$ cat src/rtl/prog_load_ctrl.sv
`default_nettype none
// ============================================================================
// Module   : prog_load_ctrl
// Purpose  : Boot/load sequencer for the RISC CPU family. It accepts a stream
//            of (address, data) words over a valid/ready handshake and writes
//            them into CPU RAM while the CPU is held disabled. It then releases
//            the CPU run enable, watches for done with a cycle timeout, and
//            counts changes on the CPU output bus.
// Revision : 1.0 - initial release
// ----------------------------------------------------------------------------
// Ports
//   CLK          in   system clock, rising edge
//   rst_n        in   asynchronous active-low reset
//   start_load   in   single-cycle pulse, begins a load session
//   abort        in   synchronous return to IDLE, highest priority
//   run_req      in   level, permits ARM -> RUN
//   load_valid   in   load word valid
//   load_ready   out  block can accept a word
//   load_addr    in   target RAM address
//   load_data    in   word to write
//   load_last    in   marks the final word of the session
//   Ram_addr     out  RAM write address to CPU
//   Ram_data     out  RAM write data to CPU
//   WR_RAM_E     out  RAM write enable to CPU
//   E            out  CPU run enable
//   done         in   CPU halted
//   out_data     in   CPU output bus, monitored during RUN
//   state        out  IDLE=0 LOAD=1 WRITE=2 ARM=3 RUN=4 DONE=5 TMO=6
//   word_cnt     out  number of in-range words written this session
//   checksum     out  sum mod 2^DATA_W of written data
//   addr_err     out  sticky, an out-of-range word was received
//   chg_cnt      out  saturating count of out_data changes during RUN
//   last_out     out  most recent out_data sampled in RUN
// ============================================================================
module prog_load_ctrl #(
    parameter int DATA_W     = 16,
    parameter int ADDR_W     = 16,
    parameter int MEM_DEPTH  = 65536,
    parameter int TMO_W      = 24,
    parameter int TMO_CYCLES = 1000000
) (
    input  logic              CLK,
    input  logic              rst_n,
    input  logic              start_load,
    input  logic              abort,
    input  logic              run_req,
    input  logic              load_valid,
    output logic              load_ready,
    input  logic [ADDR_W-1:0] load_addr,
    input  logic [DATA_W-1:0] load_data,
    input  logic              load_last,
    output logic [ADDR_W-1:0] Ram_addr,
    output logic [DATA_W-1:0] Ram_data,
    output logic              WR_RAM_E,
    output logic              E,
    input  logic              done,
    input  logic [DATA_W-1:0] out_data,
    output logic [2:0]        state,
    output logic [ADDR_W:0]   word_cnt,
    output logic [DATA_W-1:0] checksum,
    output logic              addr_err,
    output logic [15:0]       chg_cnt,
    output logic [DATA_W-1:0] last_out
);

    typedef enum logic [2:0] {
        S_IDLE  = 3'd0,
        S_LOAD  = 3'd1,
        S_WRITE = 3'd2,
        S_ARM   = 3'd3,
        S_RUN   = 3'd4,
        S_DONE  = 3'd5,
        S_TMO   = 3'd6
    } state_t;

    // Depth is compared one bit wider than the address so that a depth of
    // exactly 2^ADDR_W (every address valid) is representable.
    localparam logic [ADDR_W:0]  c_depth    = (ADDR_W+1)'(MEM_DEPTH);
    localparam logic [ADDR_W:0]  c_cnt_one  = (ADDR_W+1)'(1);
    localparam logic [TMO_W-1:0] c_tmo_last = TMO_W'(TMO_CYCLES - 1);
    localparam logic [TMO_W-1:0] c_tmo_one  = TMO_W'(1);
    localparam logic [15:0]      c_chg_max  = 16'hFFFF;

    state_t            r_state;
    state_t            w_state_nxt;
    logic              r_load_ready;
    logic              r_wr;
    logic              r_e;
    logic [ADDR_W-1:0] r_ram_addr;
    logic [DATA_W-1:0] r_ram_data;
    logic [ADDR_W:0]   r_word_cnt;
    logic [DATA_W-1:0] r_checksum;
    logic              r_addr_err;
    logic [15:0]       r_chg_cnt;
    logic [DATA_W-1:0] r_last_out;
    logic [TMO_W-1:0]  r_tmo_cnt;
    logic              r_last_word;  // accepted in-range word carried load_last

    logic              w_accept;
    logic              w_in_range;
    logic              w_tmo_hit;

    assign w_accept   = (r_state == S_LOAD) && load_valid && r_load_ready;
    assign w_in_range = ({1'b0, load_addr} < c_depth);
    assign w_tmo_hit  = (r_tmo_cnt == c_tmo_last);

    // ------------------------------------------------------------------
    // Next-state logic
    // ------------------------------------------------------------------
    always_comb begin
        w_state_nxt = r_state;
        if (abort) begin
            w_state_nxt = S_IDLE;
        end else begin
            case (r_state)
                S_IDLE, S_DONE, S_TMO: begin
                    if (start_load) w_state_nxt = S_LOAD;
                end
                S_LOAD: begin
                    if (w_accept) begin
                        if (w_in_range)     w_state_nxt = S_WRITE;
                        else if (load_last) w_state_nxt = S_ARM;
                    end
                end
                S_WRITE: begin
                    w_state_nxt = r_last_word ? S_ARM : S_LOAD;
                end
                S_ARM: begin
                    if (run_req) w_state_nxt = S_RUN;
                end
                S_RUN: begin
                    // done has priority over a timeout in the same cycle
                    if (done)           w_state_nxt = S_DONE;
                    else if (w_tmo_hit) w_state_nxt = S_TMO;
                end
                default: w_state_nxt = S_IDLE;
            endcase
        end
    end

    // ------------------------------------------------------------------
    // State register; enables are registered from the next state so they
    // line up exactly with the state they belong to.
    // ------------------------------------------------------------------
    always_ff @(posedge CLK or negedge rst_n) begin
        if (!rst_n) begin
            r_state      <= S_IDLE;
            r_load_ready <= 1'b0;
            r_wr         <= 1'b0;
            r_e          <= 1'b0;
        end else begin
            r_state      <= w_state_nxt;
            r_load_ready <= (w_state_nxt == S_LOAD);
            r_wr         <= (w_state_nxt == S_WRITE);
            r_e          <= (w_state_nxt == S_RUN);
        end
    end

    // ------------------------------------------------------------------
    // Datapath and status. abort freezes everything here: counters hold.
    // ------------------------------------------------------------------
    always_ff @(posedge CLK or negedge rst_n) begin
        if (!rst_n) begin
            r_ram_addr  <= '0;
            r_ram_data  <= '0;
            r_word_cnt  <= '0;
            r_checksum  <= '0;
            r_addr_err  <= 1'b0;
            r_chg_cnt   <= '0;
            r_last_out  <= '0;
            r_tmo_cnt   <= '0;
            r_last_word <= 1'b0;
        end else if (!abort) begin
            case (r_state)
                S_IDLE, S_DONE, S_TMO: begin
                    if (start_load) begin
                        r_word_cnt  <= '0;
                        r_checksum  <= '0;
                        r_addr_err  <= 1'b0;
                        r_chg_cnt   <= '0;
                        r_last_out  <= '0;
                        r_last_word <= 1'b0;
                    end
                end
                S_LOAD: begin
                    if (w_accept) begin
                        if (w_in_range) begin
                            r_ram_addr  <= load_addr;
                            r_ram_data  <= load_data;
                            r_word_cnt  <= r_word_cnt + c_cnt_one;
                            r_checksum  <= r_checksum + load_data;
                            r_last_word <= load_last;
                        end else begin
                            r_addr_err  <= 1'b1;
                        end
                    end
                end
                S_ARM: begin
                    if (run_req) begin
                        r_tmo_cnt  <= '0;
                        r_last_out <= out_data;
                    end
                end
                S_RUN: begin
                    if (out_data != r_last_out) begin
                        r_last_out <= out_data;
                        if (r_chg_cnt != c_chg_max) r_chg_cnt <= r_chg_cnt + 16'd1;
                    end
                    if (!done && !w_tmo_hit) r_tmo_cnt <= r_tmo_cnt + c_tmo_one;
                end
                default: ;
            endcase
        end
    end

    assign state      = r_state;
    assign load_ready = r_load_ready;
    assign WR_RAM_E   = r_wr;
    assign E          = r_e;
    assign Ram_addr   = r_ram_addr;
    assign Ram_data   = r_ram_data;
    assign word_cnt   = r_word_cnt;
    assign checksum   = r_checksum;
    assign addr_err   = r_addr_err;
    assign chg_cnt    = r_chg_cnt;
    assign last_out   = r_last_out;

endmodule
`default_nettype wire

$ cat config.mk
export PLATFORM = sky130hd
export DESIGN_NAME = prog_load_ctrl
export DESIGN_NICKNAME = d
export VERILOG_FILES = /design/src/rtl/prog_load_ctrl.sv
export SDC_FILE = /design/constraint.sdc
export NUM_CORES = 1
export LEC_CHECK = 0
export BUFFER_PORTS_ARGS = -buffer_cell sky130_fd_sc_hd__buf_2
export CAP_MARGIN = 30
export CORE_MARGIN = 2
export CORE_UTILIZATION = 30
export DETAILED_ROUTE_END_ITERATION = 16
export GPL_ROUTABILITY_DRIVEN = 0
export SLEW_MARGIN = 40
export SYNTH_ARGS = -nofsm -noshare
export SYNTH_HDL_FRONTEND = slang
export SYNTH_SLANG_ARGS = --single-unit
$ cat constraint.sdc
create_clock -name CLK -period 2 [get_ports CLK]
set_input_delay 0.4 -clock CLK [delete_from_list [all_inputs] [get_ports CLK]]
set_output_delay 0.4 -clock CLK [all_outputs]
set_load 0.05 [all_outputs]
==> out/results.ini, run 1 <==
[run_status]
outcome = complete, but fails checks
failed_checks = negative setup slack

[synth]
ys_types = 75
ys_ff_latch = 128
synth_flop_cell = dfrtp_1
async_reset_ff_share_pct = 100
seq_area_frac_synth_pct = 45.0
synthesis.instances = 755
ys.warnings.count = 0
synth_fp_nets = 830
synth_edf_count = 0
syn_avg_cell_area_sq_um = 9.44
syn_area_sq_mm = 0.00713

[floorplanning]
core_sq_mm = 0.0234
start_util_pct = 30.4
die_x_um = 158
fp.dieH_um = 158
die_area_sq_mm = 0.0250
ios = 160
rows = 56

[drt]
finalWirelength_um = 22700
drt_iter0_drc = 305
ant_nets = 0
first_pass_iters = 5
via_per_inst = 4.95
drc = 0
routedWlPerCell_um = 16.2
vias = 6941

[critical_path]
slowest_delay_ps = 450
critPathSlowestCell = dfrtp_2
critPathMaxFanout = 10
cp.required_ps = 2310
cp.arrival_ps = 2440
worstSetupStartpointType = register
critical_path_class = reg -> reg
cp-end-kind = register
path_cells = buf_8 -> nor3b_4 -> buf_6 -> nand2_2 -> o31ai_4 -> a21oi_4 -> buf_12 -> mux2_4

[clock_tree]
htreeDepth = 4
clockBufferDepth = 2
path_clk_slew_ps = 60
clock_latency_ps = 420
cts_tree = done
root_buffer = clkbuf_16
cts-buffers-inserted = 17
cts.sinks = 128

[job]
cap_violations = 0

[power_and_ir_drop]
p_leak_nw = 5.63
peakVddDrop_uv = 480
power_density_mw_per_mm2 = 702

[place]
place_ws_ps = -286
dpl.hpwl_um = 14700
portBuffers = 158
postPlaceCellArea_sq_mm = 0.00931

[global_route]
antenna_found_initial = 0
grt_pass1_vias = 6429
grt_max_degree = 42
grt_pass1_wl_um = 32700
track_usage_pct = 16.5
grt_overflow_total = 0

[timing]
fin_crit_ps = 2130
rsz0062_at_grt = yes
slew_headroom_pct = 66.2
hold_viol = 0
max_freq_mhz = 469
tightest_slew_ps = 507
finClkSkew_ps = 8.90
slew_violations = 0
fin_crit_sh_pct = 107
timing.hold.ws_ps = 179
setup_violations = 92
fin_ws_ps = -131

[cells_and_area]
syn_to_final_growth_pct = 60.0
mostFrequentLayoutCell = buf_2
drive_above_1_share_pct = 52.4
finalInstanceArea_sq_mm = 0.0114
final_cell_mix = 157 x buf_2, 126 x buf_4, 110 x nand2_1
final_util_pct = 48.7
nets = 1145

[min_path]
holdCritPathClass = in -> reg

where the power goes:
part / total [mW] / internal [mW] / switching (mW)
clock: 3.31 / 2.04 / 1.27
sequential: 2.91 / 2.77 / 0.138
combinational: 1.79 / 0.583 / 1.20
cell type report:
class	instances	area [sq um]
timing repair inverter	1	8.76
sequential	128	3230
antenna	1	2.50
clock inverter	12	159
multi-input combinational	578	4560
timing repair buffer	329	2510
inverter	15	73.8
clock buffer	20	457
tap	319	399
fill	2153	12000
worst max-delay path: cells and delay by family, from the launching register on:
family | cells | cell delay, ps
mux | 1 | 290
compound gates | 2 | 440
buf+inv | 3 | 480
simple gates | 2 | 340
flops | 1 | 450
layer usage:
metal | GRT usage, % | up-vias | share of wire (%)
met1 | 21.4 | 3441 | 44
met2 | 27.3 | 153 | 51
met5 | 0 | - | 0
met4 | 4.29 | 0 | 1.1
li1 | - | 3322 | -
met3 | 4.22 | 25 | 4.3
state kept, by name, indices dropped and copies added (netlist names), 3 cells and up:
signal,count
word_cnt,17
Ram_data,16
last_out,16
checksum,16
Ram_addr,16
r_tmo_cnt,24
chg_cnt,16
state,3
cell usage after synthesis (13+ instances only):
cell / count / area [sq um]
nor2b_1: 20 / 125
nor2_1: 42 / 158
buf_2: 13 / 65.1
dfrtp_1: 128 / 3200
and3_1: 16 / 100
xor2_1: 28 / 245
inv_1: 14 / 52.6
o21ai_0: 34 / 170
nand3_1: 26 / 130
ha_1: 18 / 225
clkbuf_1: 13 / 48.8
o31ai_2: 14 / 175
nand2_1: 152 / 571
a21oi_1: 21 / 105
o21ai_1: 17 / 85.1
repair_timing:
action,4_1_cts,5_1_grt
cloned,1,15
pin swaps,12,86
buffers inserted,5,22
setup endpoints to repair,105,120
hold buffers,1,0
resized for setup,50,182
endpoints found under the hold margin,18,0
stage by stage:
stage	TNS [ps]	std cells	total power [mW]
detailed placement	-13050	1327	4.52
floorplan	-8700	755	3.98
finish	-5880	1403	8.00
global route	-11650	1402	8.34
CTS	-3490	1366	7.90
global placement	-10470	1327	4.50
path summary, 6_finish.rpt:
check	slack, ps	cells after the start	endpoint	startpoint
setup / recovery	-130	8	last_out[4]	state[1]
hold / removal	180	3	Ram_addr[9]	load_addr[9]
setup reg to reg	-130	8	last_out[4]	state[1]
hold reg to reg	470	2	Ram_data[4]	Ram_data[4]
max in group asynchronous	920	3	checksum[6]	rst_n
min in group asynchronous	400	2	Ram_addr[12]	rst_n
logic make-up after synthesis:
| group | synth area share [%] |
|---|---|
| and+or+nand+nor | 22.7 |
| AOI/OAI and AO/OA | 16.5 |
| DFF | 45.0 |
| buffers and inverters | 3.56 |
| xor gates and xnor gates | 4.67 |
| muxes | 3.93 |
| adders and majority gates | 3.60 |
| other | 0.0526 |
Note: power is estimated with default switching activity, not from simulation.
==> run 2: changes to the inputs <==
BUFFER_PORTS_ARGS = -buffer_cell sky130_fd_sc_hd__buf_4   (was -buffer_cell sky130_fd_sc_hd__buf_2)
SKIP_CTS_REPAIR_TIMING = 1   (was default)
==> run 2 against run 1 <==
  * The run still ends with negative setup slack left
  * Hold slack got worse by 5.0 ps
  * Sequential power about the same
  * First-iteration DRC count decreased by 0.98%
  * Sequential cell count unchanged
  * Routed wire length decreased by 4.5%
  * Global-route usage increased by 0.29 points
  * Die area unchanged
  * Sequential share of layout area increased by 0.41 points
  * Non-clock buffer count unchanged
  * Combinational power increased by 6%
  * Count of clock-buffer cells in the layout increased by 2
  * Via count decreased by 1.9%
  * Highest routed layer unchanged
==> out/results.ini, run 2 (synthesis results as in run 1) <==
[run_status]
outcome = complete, but fails checks  ; unchanged
failed_checks = negative setup slack  ; unchanged

[power_and_ir_drop]
intPower_mw = 5.11  ; was 5.39 mW
p_leak_nw = 5.44  ; was 5.63 nW
comb_power_share_pct = 24.9  ; was 22.3%
power_density_mw_per_mm2 = 679  ; was 702 mW/mm^2
power_frac_seq_pct = 37.8  ; was 36.3%
fin_total_pwr_mw = 7.63  ; was 8.00 mW
peakVddDrop_uv = 541  ; was 480 uV
p_clk_share_pct = 37.4  ; was 41.3%
switching_share_pct = 33.0  ; was 32.6%
p_sw_mw = 2.52  ; was 2.61 mW

[floorplanning]
die_x_um = 158  ; unchanged
core_sq_mm = 0.0234  ; unchanged
start_util_pct = 30.4  ; unchanged
rows = 56  ; unchanged
ios = 160  ; unchanged
fp.dieH_um = 158  ; unchanged
die_area_sq_mm = 0.0250  ; unchanged

[cells_and_area]
syn_to_final_growth_pct = 57.7  ; was 60.0%
largest_register_ffs = 24  ; unchanged
final_util_pct = 48.0  ; was 48.7%
top_register = r_tmo_cnt  ; unchanged
finalInstanceArea_sq_mm = 0.0112  ; was 0.0114 sq mm
final_cell_mix = 289 x buf_4, 144 x nand2_1, 104 x dfrtp_1  ; was 157 x buf_2, 126 x buf_4, 110 x nand2_1
nets = 1144  ; was 1145
antenna_cells = 0  ; was 1
drive_above_1_share_pct = 47.3  ; was 52.4%
mostFrequentLayoutCell = buf_4  ; was buf_2
fin_cells = 1401  ; was 1403

[clock_tree]
cts_tree = done  ; unchanged
cts.sinks = 128  ; unchanged
clock_latency_ps = 430  ; was 420 ps
cts-buffers-inserted = 17  ; unchanged
clockBufferDepth = 2  ; unchanged
root_buffer = clkbuf_16  ; unchanged
htreeDepth = 4  ; unchanged
path_clk_slew_ps = 60  ; about the same

[drt]
drt_iter0_drc = 302  ; was 305
ant_nets = 0  ; unchanged
routedWlPerCell_um = 15.5  ; was 16.2 um
finalWirelength_um = 21700  ; was 22700 um
via_per_inst = 4.86  ; was 4.95
first_pass_iters = 5  ; unchanged
vias = 6808  ; was 6941
drc = 0  ; unchanged

[timing]
rsz0062_at_grt = yes  ; unchanged
fin_crit_sh_pct = 107  ; about the same
setup_violations = 87  ; was 92
timing.hold.ws_ps = 174  ; was 179 ps
fin_ws_ps = -137  ; was -131 ps
finClkSkew_ps = 12.8  ; was 8.90 ps
setup-tns-final_ps = -4220  ; was -5880 ps
max_freq_mhz = 468  ; was 469 MHz
slew_violations = 0  ; unchanged
hold_viol = 0  ; unchanged
fin_crit_ps = 2140  ; was 2130 ps

[critical_path]
critPathMaxFanout = 16  ; was 10
rrSetupSlack_ps = -140  ; was -130 ps
critical_path_class = reg -> reg  ; unchanged
cp.arrival_ps = 2430  ; was 2440 ps
cp.required_ps = 2300  ; was 2310 ps
path_cells = buf_6 -> nor3b_4 -> buf_6 -> nand2_2 -> o31ai_4 -> buf_6 -> a21oi_4 -> buf_12 -> mux2_4  ; was buf_8 -> nor3b_4 -> buf_6 -> nand2_2 -> o31ai_4 -> a21oi_4 -> buf_12 -> mux2_4
critPathSlowestCell = dfrtp_2  ; unchanged
cp-end-kind = register  ; unchanged
worstSetupStartpointType = register  ; unchanged
cp_top_family = buffers and inverters  ; unchanged
slowest_delay_ps = 470  ; was 450 ps
critPathBufInv = 4  ; was 3
cp_common_cell = buf_6

[global_route]
track_usage_pct = 16.8  ; was 16.5%
grt_max_degree = 42  ; unchanged
grt_pass1_wl_um = 33200  ; was 32700 um
grt_overflow_total = 0  ; unchanged
grt_pass1_vias = 6585  ; was 6429
antenna_found_initial = 0  ; unchanged

[place]
place_ws_ps = -280  ; was -286 ps
portBuffers = 158  ; unchanged
dp.cells = 1336  ; was 1327
dpl.hpwl_um = 15200  ; was 14700 um
postPlaceCellArea_sq_mm = 0.00980  ; was 0.00931 sq mm

[min_path]
holdCritPathClass = in -> reg  ; unchanged

[job]
cap_violations = 0  ; unchanged

## run 2: worst reg2reg max path: cells and delay by family (launching register included)
family | cells | cell delay [ps]
compound gates | 2 | 330
buf+inv | 4 | 640
flops | 1 | 470
mux | 1 | 310
simple gates | 2 | 290
## run 2: power groups by stage
stage	Combinational, mW	Clock (mW)	Sequential (mW)
final	1.90	2.85	2.88
after global routing	2.02	3.03	2.90
after detailed placement	1.75	0	2.92
after CTS	1.75	2.92	2.88
after global placement	1.74	0	2.92
after floorplan	0.442	0	3.54
## run 2: final timing paths
path	start	endpoint	cells past startpoint
setup reg to reg	state[1]	last_out[14]	9
min in group asynchronous	rst_n	Ram_addr[12]	2
hold reg to reg	Ram_addr[6]	Ram_addr[6]	2
max in group asynchronous	rst_n	last_out[2]	3
hold / removal	load_addr[15]	Ram_addr[15]	3
setup / recovery	state[1]	last_out[14]	9
## run 2: area by class of cell
class,instances,area [sq um]
flip-flops and latches,128,3230
clock inverters,10,63.8
inverters,15,68.8
clock buffers,22,464
well taps,319,399
repair buffers,329,2770
fillers,2238,12200
multi-input cells,577,4220
repair inverters,1,8.76
## run 2: layer usage
| layer | part of all wire, % | GRT usage [%] |
|---|---|---|
| met5 | 0 | 0 |
| met4 | 1.2 | 4.55 |
| met3 | 5.0 | 4.16 |
| met2 | 50 | 28.0 |
| met1 | 44 | 21.6 |
==> run 3: changes to the inputs <==
CAP_MARGIN = 20   (was 30)
CTS_BUF_LIST = sky130_fd_sc_hd__clkbuf_16   (was default)
==> run 3 against run 2 <==
  * The run still ends with negative setup slack left
  * Die area unchanged
  * Sequential cell count unchanged
  * Global-route usage unchanged
  * Cell area down 0.29%
  * Routed wire length up 0.42%
  * Clock skew up 0.93 ps
  * Setup slack worse by 3.7 ps
  * Critical endpoint is now chg_cnt[4]
  * Largest cell class unchanged
==> out/results.ini, run 3 (synthesis results as in run 1) <==
[run_status]
outcome = complete, but fails checks  ; unchanged
failed_checks = negative setup slack  ; unchanged

[cells_and_area]
final_cell_mix = 291 x buf_4, 146 x nand2_1, 104 x dfrtp_1  ; was 289 x buf_4, 144 x nand2_1, 104 x dfrtp_1
fill_cells = 2230  ; was 2238
mostFrequentLayoutCell = buf_4  ; unchanged
drive_above_1_share_pct = 47.1  ; was 47.3%
seqCellArea_sq_mm = 0.00323  ; unchanged
syn_to_final_growth_pct = 57.2  ; was 57.7%
multi_input_area_sq_mm = 0.00416  ; was 0.00422 sq mm
nets = 1148  ; was 1144
top_register = r_tmo_cnt  ; unchanged
largest_register_ffs = 24  ; unchanged
antenna_cells = 0  ; unchanged
final_util_pct = 47.9  ; was 48.0%
finalInstanceArea_sq_mm = 0.0112  ; about the same

[power_and_ir_drop]
power_density_mw_per_mm2 = 670  ; was 679 mW/mm^2
p_leak_nw = 5.48  ; was 5.44 nW
fin_total_pwr_mw = 7.51  ; was 7.63 mW
peakVddDrop_uv = 539  ; was 541 uV

[floorplanning]
core_sq_mm = 0.0234  ; unchanged
start_util_pct = 30.4  ; unchanged
die_x_um = 158  ; unchanged
fp.dieH_um = 158  ; unchanged
ios = 160  ; unchanged
rows = 56  ; unchanged
die_area_sq_mm = 0.0250  ; unchanged

[critical_path]
critical_path_class = reg -> reg  ; unchanged
cp-end-kind = register  ; unchanged
critPathSlowestCell = or4_4  ; was dfrtp_2
path_cells = xor2_2 -> o211ai_1 -> nor2b_4 -> o31ai_4 -> buf_6 -> clkbuf_16 -> or4_4 -> a21oi_2  ; was buf_6 -> nor3b_4 -> buf_6 -> nand2_2 -> o31ai_4 -> buf_6 -> a21oi_4 -> buf_12 -> mux2_4
slowest_delay_ps = 510  ; was 470 ps
cp.arrival_ps = 2480  ; was 2430 ps
worstSetupStartpointType = register  ; unchanged
cp.required_ps = 2340  ; was 2300 ps
critPathMaxFanout = 6  ; was 16

[clock_tree]
path_clk_slew_ps = 60  ; about the same
cts.sinks = 128  ; unchanged
htreeDepth = 4  ; unchanged
cts-buffers-inserted = 17  ; unchanged
root_buffer = clkbuf_16  ; unchanged
clockBufferDepth = 2  ; unchanged
clock_latency_ps = 430  ; about the same
cts_tree = done  ; unchanged

[timing]
hold_viol = 0  ; unchanged
rsz0062_at_grt = yes  ; unchanged
fin_ws_ps = -141  ; was -137 ps
slew_violations = 0  ; unchanged
fin_crit_ps = 2140  ; about the same
setup_violations = 87  ; unchanged
finClkSkew_ps = 13.8  ; was 12.8 ps
fin_crit_sh_pct = 107  ; about the same
max_freq_mhz = 467  ; was 468 MHz

[place]
dpl.hpwl_um = 15200  ; unchanged
portBuffers = 158  ; unchanged
postPlaceCellArea_sq_mm = 0.00980  ; unchanged

[global_route]
grt_pass1_vias = 6580  ; was 6585
grt_pass1_wl_um = 33200  ; about the same
grt_overflow_total = 0  ; unchanged
track_usage_pct = 16.8  ; unchanged
antenna_found_initial = 0  ; unchanged
grt_max_degree = 42  ; unchanged

[drt]
vias = 6854  ; was 6808
drt_iter0_drc = 278  ; was 302
via_per_inst = 4.88  ; was 4.86
first_pass_iters = 4  ; was 5
ant_nets = 0  ; unchanged
routedWlPerCell_um = 15.5  ; about the same
drc = 0  ; unchanged
finalWirelength_um = 21800  ; was 21700 um

[job]
cap_violations = 0  ; unchanged

[min_path]
holdCritPathClass = in -> reg  ; unchanged

-- run 3: worst max-delay path: cells and delay by family (launching register included) --
| family | cells | cell delay (ps) |
|---|---|---|
| AND/OR/NAND/NOR | 2 | 720 |
| AO/OA/AOI/OAI | 3 | 400 |
| XOR/XNOR | 1 | 200 |
| flip-flops | 1 | 470 |
| buffers and inverters | 2 | 280 |
-- run 3: through the flow --
step,setup slack [ps],cells,TNS [ps],hold WS [ps]
2_1_floorplan,-225,755,-8700,104
3_3_place_gp,-252,1336,-10030,321
3_5_place_dp,-280,1336,-11840,321
4_1_cts,-175,1368,-8640,-133
5_1_grt,-254,1405,-13350,163
6_report,-141,1405,-5200,175
-- run 3: report_power, final --
part | total (mW) | switching [mW] | internal (mW) | leakage, nW
Combinational | 1.88 | 1.19 | 0.693 | 3.50
Sequential | 2.88 | 0.112 | 2.77 | 1.72
Clock | 2.74 | 1.20 | 1.55 | 0.253
Total | 7.51 | 2.50 | 5.01 | 5.48
-- run 3: layout make-up --
| type | instances | share of cell area, % |
|---|---|---|
| Timing Repair Buffer | 333 | 25.2 |
| Clock buffer | 17 | 3.80 |
| Inverter | 15 | 0.614 |
| Sequential cell | 128 | 28.9 |
| Clock inverter | 15 | 0.737 |
| Multi-Input combinational cell | 577 | 37.2 |
| Tap cell | 319 | 3.56 |
| Timing Repair inverter | 1 | 0.0782 |
-- run 3: final timing paths --
kind / startpoint / to / slack, ps / depth (start not counted)
max in group asynchronous: rst_n / last_out[2] / 960 / 3
min in group asynchronous: rst_n / Ram_addr[12] / 440 / 2
max reg2reg: state[1] / chg_cnt[4] / -140 / 8
min reg2reg: Ram_addr[6] / Ram_addr[6] / 460 / 2
max: state[1] / chg_cnt[4] / -140 / 8
min: load_addr[4] / Ram_addr[4] / 170 / 3
-- run 3: layer usage --
layer / GRT usage, % / wire (um)
met3: 4.35 / 1070
met1: 21.6 / 9490
met2: 27.8 / 10900
met5: 0 / 0
met4: 4.72 / 284
